--- src/rtl/diag_matmul_stream_if.sv ---
// diag_matmul_stream_if: start/A/B/C stream handshakes and job status for diag_matmul_stream
// Ports: master drives start, a_valid/a_data, b_valid/b_data, c_ready; slave drives a_ready, b_ready,
//        c_valid/c_data/c_last, busy, done, ovf
interface diag_matmul_stream_if #(parameter int DATA_W = 32);
  logic start, a_valid, a_ready, b_valid, b_ready, c_valid, c_ready, c_last, busy, done, ovf;
  logic [DATA_W-1:0] a_data, b_data, c_data;
  modport master (
    output start, a_valid, a_data, b_valid, b_data, c_ready,
    input  a_ready, b_ready, c_valid, c_data, c_last, busy, done, ovf
  );
  modport slave (
    input  start, a_valid, a_data, b_valid, b_data, c_ready,
    output a_ready, b_ready, c_valid, c_data, c_last, busy, done, ovf
  );
endinterface

--- src/rtl/diag_matmul_stream.sv ---
// diag_matmul_stream: streams C[i][j] = A[i] * B[i][j] with fixed-point shift, saturate/wrap and ready/valid on every stream
// Ports: clk, rst_n (async active-low); bus (slave) carries start, A/B input streams, C output stream, busy/done/ovf
module diag_matmul_stream #(
  parameter int DATA_W = 32,
  parameter int ROWS   = 16,
  parameter int COLS   = 16,
  parameter int FRAC   = 0,
  parameter int SAT    = 1
) (
  input logic clk,
  input logic rst_n,
  diag_matmul_stream_if.slave bus
);
  localparam int RW = ROWS > 1 ? $clog2(ROWS) : 1;
  localparam int CW = COLS > 1 ? $clog2(COLS) : 1;
  typedef enum logic [1:0] {IDLE, LOAD_A, STREAM, DRAIN} state_t;
  state_t state_q;
  logic [RW-1:0] row_q;
  logic [CW-1:0] col_q;
  logic [DATA_W-1:0] a_buf_q [ROWS];
  logic [DATA_W-1:0] c_data_q, res_d;
  logic c_valid_q, c_last_q, done_q, ovf_q;
  logic signed [2*DATA_W-1:0] prod_d, shift_d;
  logic [DATA_W:0] top_d;
  logic ovf_d, row_end, col_end, a_hs, b_hs, c_hs;
  // Row counter doubles as the A buffer write index while loading
  always_comb begin
    prod_d  = $signed(a_buf_q[row_q]) * $signed(bus.b_data);
    shift_d = prod_d >>> FRAC;
    top_d   = shift_d[2*DATA_W-1:DATA_W-1];
    ovf_d   = !(&top_d || ~|top_d);
    res_d   = (ovf_d && SAT != 0)
            ? (shift_d[2*DATA_W-1] ? {1'b1, {(DATA_W-1){1'b0}}} : {1'b0, {(DATA_W-1){1'b1}}})
            : shift_d[DATA_W-1:0];
  end
  assign row_end     = row_q == RW'(ROWS - 1);
  assign col_end     = col_q == CW'(COLS - 1);
  assign bus.a_ready = state_q == LOAD_A;
  // One-entry output register: accept B whenever the slot is empty or draining this cycle
  assign bus.b_ready = state_q == STREAM && (!c_valid_q || bus.c_ready);
  assign a_hs        = bus.a_ready && bus.a_valid;
  assign b_hs        = bus.b_ready && bus.b_valid;
  assign c_hs        = c_valid_q && bus.c_ready;
  assign bus.c_valid = c_valid_q;
  assign bus.c_data  = c_data_q;
  assign bus.c_last  = c_last_q;
  assign bus.busy    = state_q != IDLE;
  assign bus.done    = done_q;
  assign bus.ovf     = ovf_q;
  always_ff @(posedge clk)
    if (a_hs) a_buf_q[row_q] <= bus.a_data;
  always_ff @(posedge clk or negedge rst_n)
    if (!rst_n) begin
      state_q   <= IDLE;
      row_q     <= '0;
      col_q     <= '0;
      c_data_q  <= '0;
      c_valid_q <= 1'b0;
      c_last_q  <= 1'b0;
      done_q    <= 1'b0;
      ovf_q     <= 1'b0;
    end else begin
      done_q <= 1'b0;
      case (state_q)
        IDLE: if (bus.start) begin
          state_q <= LOAD_A;
          row_q   <= '0;
          col_q   <= '0;
          ovf_q   <= 1'b0;
        end
        LOAD_A: if (a_hs) begin
          row_q <= row_end ? '0 : row_q + 1'b1;
          if (row_end) state_q <= STREAM;
        end
        STREAM: begin
          if (c_hs) c_valid_q <= 1'b0;
          if (b_hs) begin
            c_data_q  <= res_d;
            c_valid_q <= 1'b1;
            c_last_q  <= row_end && col_end;
            ovf_q     <= ovf_q | ovf_d;
            col_q     <= col_end ? '0 : col_q + 1'b1;
            if (col_end) row_q <= row_end ? '0 : row_q + 1'b1;
            if (row_end && col_end) state_q <= DRAIN;
          end
        end
        default: if (c_hs && c_last_q) begin
          c_valid_q <= 1'b0;
          c_last_q  <= 1'b0;
          done_q    <= 1'b1;
          state_q   <= IDLE;
        end
      endcase
    end
endmodule
--- src/flat_wrapper.sv ---
// flat-port wrapper written by rule: the top's interface ports become plain ports
module diag_matmul_stream_flat 
#(
  parameter int DATA_W = 32,
  parameter int ROWS   = 16,
  parameter int COLS   = 16,
  parameter int FRAC   = 0,
  parameter int SAT    = 1
)
  (clk, rst_n, bus_start, bus_a_valid, bus_a_data, bus_b_valid, bus_b_data, bus_c_ready, bus_a_ready, bus_b_ready, bus_c_valid, bus_c_data, bus_c_last, bus_busy, bus_done, bus_ovf);
  diag_matmul_stream_if #(.DATA_W(DATA_W)) bus_i ();
  input logic clk;
  input logic rst_n;
  input wire logic [$bits(bus_i.start)-1:0] bus_start;
  input wire logic [$bits(bus_i.a_valid)-1:0] bus_a_valid;
  input wire logic [$bits(bus_i.a_data)-1:0] bus_a_data;
  input wire logic [$bits(bus_i.b_valid)-1:0] bus_b_valid;
  input wire logic [$bits(bus_i.b_data)-1:0] bus_b_data;
  input wire logic [$bits(bus_i.c_ready)-1:0] bus_c_ready;
  output wire logic [$bits(bus_i.a_ready)-1:0] bus_a_ready;
  output wire logic [$bits(bus_i.b_ready)-1:0] bus_b_ready;
  output wire logic [$bits(bus_i.c_valid)-1:0] bus_c_valid;
  output wire logic [$bits(bus_i.c_data)-1:0] bus_c_data;
  output wire logic [$bits(bus_i.c_last)-1:0] bus_c_last;
  output wire logic [$bits(bus_i.busy)-1:0] bus_busy;
  output wire logic [$bits(bus_i.done)-1:0] bus_done;
  output wire logic [$bits(bus_i.ovf)-1:0] bus_ovf;
  assign bus_i.start = bus_start;
  assign bus_i.a_valid = bus_a_valid;
  assign bus_i.a_data = bus_a_data;
  assign bus_i.b_valid = bus_b_valid;
  assign bus_i.b_data = bus_b_data;
  assign bus_i.c_ready = bus_c_ready;
  assign bus_a_ready = bus_i.a_ready;
  assign bus_b_ready = bus_i.b_ready;
  assign bus_c_valid = bus_i.c_valid;
  assign bus_c_data = bus_i.c_data;
  assign bus_c_last = bus_i.c_last;
  assign bus_busy = bus_i.busy;
  assign bus_done = bus_i.done;
  assign bus_ovf = bus_i.ovf;
  diag_matmul_stream #(.DATA_W(DATA_W), .ROWS(ROWS), .COLS(COLS), .FRAC(FRAC), .SAT(SAT)) u_core (.clk(clk), .rst_n(rst_n), .bus(bus_i));
endmodule
--- config.mk ---
export PLATFORM = sky130hd
export DESIGN_NAME = diag_matmul_stream_flat
export DESIGN_NICKNAME = d
export VERILOG_FILES = /design/src/rtl/diag_matmul_stream_if.sv /design/src/rtl/diag_matmul_stream.sv /design/src/flat_wrapper.sv
export SDC_FILE = /design/constraint.sdc
export NUM_CORES = 2
export LEC_CHECK = 0
export BUFFER_PORTS_ARGS = -buffer_cell sky130_fd_sc_hd__buf_2
export CORE_ASPECT_RATIO = 0.9
export CORE_UTILIZATION = 63
export CTS_CLUSTER_DIAMETER = 60
export DETAILED_ROUTE_END_ITERATION = 8
export PLACE_DENSITY = 0.84
export SETUP_SLACK_MARGIN = 0.2
export SLEW_MARGIN = 10
export SYNTH_ARGS = -nofsm -noshare
export SYNTH_HDL_FRONTEND = slang
export SYNTH_SLANG_ARGS = --single-unit
--- constraint.sdc ---
create_clock -name clk -period 24 [get_ports clk]
set_input_delay 2.4 -clock clk [delete_from_list [all_inputs] [get_ports clk]]
set_output_delay 2.4 -clock clk [all_outputs]
set_load 0.05 [all_outputs]
==> reports/results.txt <==
The number of routed nets with antenna violations is 0. The flow ran to the end, and the final reports show no timing, DRC or antenna violations. Detailed routing inserted a total of 38700 vias.

The total clock buffers created by CTS is 50. The first global-routing pass estimated 242000 um of wire. The average instance area after synthesis works out to 11.7 um2.

For the number of nets in the final layout, the log shows 6336. The tree built by TritonCTS fans out to 558 sinks. The clock reaches the later pin of the worst-skew pair after 590 ps.

For this run, design rule violations remaining after detail routing come to 0. After detailed placement, the total cell area comes to 0.0605 mm2. Summed over all nets, the half-perimeter wirelength after detailed placement is 109000 um. The die area is 0.0948 mm2, and the count of TritonRoute iterations in the first routing pass is 8.

The number of max-cap violations is 0, and the setup TNS is 0 ps. The relative slew slack was 0.199; the post-synthesis to final-layout area growth was 5.36%. The worst setup path is captured at a flip-flop. The tools report the boundary pin count as 109.

Startpoint-to-endpoint class of the critical path: reg2reg. Yosys printed 0 warnings. Setup repair after global routing left no endpoint under its margin.

For the remaining global-route overflow, the log shows 0. Post-CTS timing repair inserted 0 buffers for setup. The critical path launch point type is a flip-flop. In the post-synthesis netlist, the biggest area contributors are sky130_fd_sc_hd__fa_1, sky130_fd_sc_hd__edfxtp_1, sky130_fd_sc_hd__mux4_2.

In this run, synthesis inferred 512 flip-flops with an integrated enable. Width of the die: 325 um. After synthesis, the netlist uses 86 different library cells.

The run gives 3 as the maximum buffer depth of the clock tree. The final hold violation count came out at 0. The H-tree was split into 2 levels. Summing every instance area after synthesis gives 0.0590 mm2. Dividing the detail-routed via count by the number of cells gives 6.16. The share of flip-flops with an asynchronous set or reset is 0.0824, and the number of gates resized after CTS is 0.

After detailed routing, the average wire length per cell comes to 24.1 um. The starting density of the core was 0.635. The critical path starts at u_core.row_q[0]$_DFFE_PN0P_. The worst hold path belongs to the class reg2reg. Data on the critical path is required at its endpoint by 24390 ps.

For this run, the slowest stage of the critical path takes 950 ps. Among all flip-flop cells after synthesis, the most frequent one is sky130_fd_sc_hd__edfxtp_1. Setup violations remaining at the end of the flow were counted as 0. The start of the worst register-to-register path was u_core.row_q[0]$_DFFE_PN0P_. The number of buffers inserted by port buffering works out to 108. The share of the cycle needed by the critical path after routing was 0.585; the all-layer global routing usage was 0.333. In the synthesized netlist, the number of instances is 5061. The end-of-flow core utilization is 0.669.

Entering global routing, the biggest net connects 60 pins. By count the netlist is led by sky130_fd_sc_hd__fa_1, sky130_fd_sc_hd__inv_1, sky130_fd_sc_hd__nand2_1. The number of nets handed over by synthesis was 6406.

The final critical-path required period came out at 14040 ps. The clock arrives with 21.2 ps of skew. The run gives 11 as the initial antenna violation count. Clock-pin slew was measured on the worst setup and hold paths at 70 ps. Floorplan die height: 292 um.

For the pin with the worst max-slew slack, the measured transition is 1200 ps. For the number of buffers added to fix hold violations after cts, the log shows 0. The highest attainable clock frequency was 71.2 MHz; the area inside the core boundary was 0.0928 mm2. sky130_fd_sc_hd__fa_1 takes more of the synthesized area than any other cell. The cell sitting at the root of the clock tree is a sky130_fd_sc_hd__clkbuf_16.

The share of the synthesized area in the top cell type came out at 0.367. The number of core rows was 106. The max-slew violation count is 0. Wires add up to 151000 um.

The biggest fanout along the worst timing path came out at 40. The sequential element share of the synthesized area is 0.280. Number of storage elements in the synthesis netlist: 558. The finished cells cover 0.0621 mm2.

The run gives 3713 as the initial DRC count. The cell with the most instances after synthesis is sky130_fd_sc_hd__fa_1. On the critical path, the stage with the largest delay is an instance of sky130_fd_sc_hd__o21ai_2. TritonCTS built the clock tree. The logs give 42700 for the number of global-route vias before repair and 14430 ps for the arrival time at the worst endpoint.

The launch point of the worst hold path was u_core.col_q[3]$_DFFE_PN0P_. The proportion of layout cells with a drive suffix above 1 came out at 0.0891. The weighted congestion at the end of routability-driven global placement came out at 1.01. Counting stages on the worst path, the most repeated cell is sky130_fd_sc_hd__fa_1.
-- through the flow --
| stage | cells | setup slack, ps | hold slack, ps |
|---|---|---|---|
| after floorplan | 5061 | 12870 | 474 |
| after global placement | 6181 | 10420 | 495 |
| after detailed placement | 6181 | 10090 | 519 |
| after CTS | 6271 | 9980 | 525 |
| after global routing | 6277 | 9080 | 546 |
| final | 6279 | 9960 | 549 |
-- metal layers --
metal	vias up	share of wire	track usage
met1	20100	0.37	0.431
met2	2237	0.50	0.568
met5	-	0.00039	0
li1	15900	-	-
met3	463	0.087	0.0532
met4	10	0.042	0.134
-- flip-flops by register name, summed over array words and instances (netlist names) --
register	count
u_core.bus.done	1
u_core.row_q	4
u_core.a_buf_q	512
u_core.bus.ovf	1
u_core.bus.c_data	32
u_core.state_q	2
u_core.bus.c_last	1
u_core.col_q	4
u_core.bus.c_valid	1
-- final cells by class --
type                    instances  area (um2)
clock buffers                  65        1350
clock inverters                25         315
inverters                     955        3580
multi-input cells            3263       37800
repair buffers                163         953
diodes                          8        20.0
fillers                      6375       30700
flip-flops and latches        558       16500
well taps                    1242        1550
-- critical path: cells and delay by family, from the launching register on --
| family | cells | cell delay [ps] |
|---|---|---|
| buf+inv | 8 | 2480 |
| flops | 1 | 760 |
| fa+ha+maj | 9 | 5340 |
| compound gates | 6 | 2770 |
| simple gates | 6 | 1280 |
| mux | 2 | 1110 |
-- cells in the final DEF, fill, tap and decap left out, types with 7 or more instances in the layout --
| master | instances |
|---|---|
| sky130_fd_sc_hd__mux4_2 | 160 |
| sky130_fd_sc_hd__and4_1 | 8 |
| sky130_fd_sc_hd__buf_2 | 108 |
| sky130_fd_sc_hd__nand3_1 | 41 |
| sky130_fd_sc_hd__dfrtp_1 | 42 |
| sky130_fd_sc_hd__nor3_1 | 26 |
| sky130_fd_sc_hd__o22ai_1 | 30 |
| sky130_fd_sc_hd__ha_1 | 193 |
| sky130_fd_sc_hd__xor2_1 | 15 |
| sky130_fd_sc_hd__buf_4 | 55 |
| sky130_fd_sc_hd__clkbuf_16 | 52 |
| sky130_fd_sc_hd__clkinv_2 | 7 |
| sky130_fd_sc_hd__xnor2_1 | 34 |
| sky130_fd_sc_hd__a211o_1 | 7 |
| sky130_fd_sc_hd__nand4_1 | 28 |
| sky130_fd_sc_hd__diode_2 | 8 |
| sky130_fd_sc_hd__fa_1 | 1082 |
| sky130_fd_sc_hd__clkbuf_1 | 13 |
| sky130_fd_sc_hd__a211oi_1 | 13 |
| sky130_fd_sc_hd__a31oi_1 | 12 |
| sky130_fd_sc_hd__nor4_1 | 7 |
| sky130_fd_sc_hd__nand2_1 | 570 |
| sky130_fd_sc_hd__o31ai_1 | 9 |
| sky130_fd_sc_hd__a21o_1 | 22 |
| sky130_fd_sc_hd__and2_1 | 516 |
| sky130_fd_sc_hd__nor2b_1 | 11 |
| sky130_fd_sc_hd__nor2_4 | 12 |
| sky130_fd_sc_hd__o21a_1 | 11 |
| sky130_fd_sc_hd__or3_1 | 13 |
| sky130_fd_sc_hd__and3_1 | 11 |
| sky130_fd_sc_hd__o21ai_0 | 83 |
| sky130_fd_sc_hd__nor2_1 | 119 |
| sky130_fd_sc_hd__inv_1 | 955 |
| sky130_fd_sc_hd__a21oi_1 | 64 |
| sky130_fd_sc_hd__o21bai_1 | 8 |
| sky130_fd_sc_hd__o211ai_1 | 25 |
| sky130_fd_sc_hd__edfxtp_1 | 512 |
| sky130_fd_sc_hd__nand2b_1 | 20 |
-- cell families (layout without fill, tap and decap cells) --
kind of cell | Yosys count | after routing | share of synthesized area
adder cells (fa/ha/maj) | 1275 | 1275 | 0.408
AO/OA/AOI/OAI | 359 | 359 | 0.0416
other | 0 | 8 | 0
multiplexers | 170 | 170 | 0.0629
AND/OR/NAND/NOR | 1410 | 1410 | 0.120
buffers and inverters | 1240 | 1208 | 0.0802
XOR/XNOR | 49 | 49 | 0.00728
flip-flops | 558 | 558 | 0.280
-- final timing paths --
path | to | slack [ps] | depth (start not counted)
setup / recovery | u_core.bus.c_data[28]$_DFFE_PN0P_ | 9960 | 31
hold / removal | u_core.col_q[3]$_DFFE_PN0P_ | 550 | 1
setup reg to reg | u_core.bus.c_data[28]$_DFFE_PN0P_ | 9960 | 31
hold reg to reg | u_core.col_q[3]$_DFFE_PN0P_ | 550 | 1
max in group asynchronous | u_core.row_q[0]$_DFFE_PN0P_ | 21250 | 1
min in group asynchronous | u_core.col_q[3]$_DFFE_PN0P_ | 2000 | 1
Power is not shown: default switching activity piles up to over one toggle a cycle in this logic, so the estimate is an artifact.
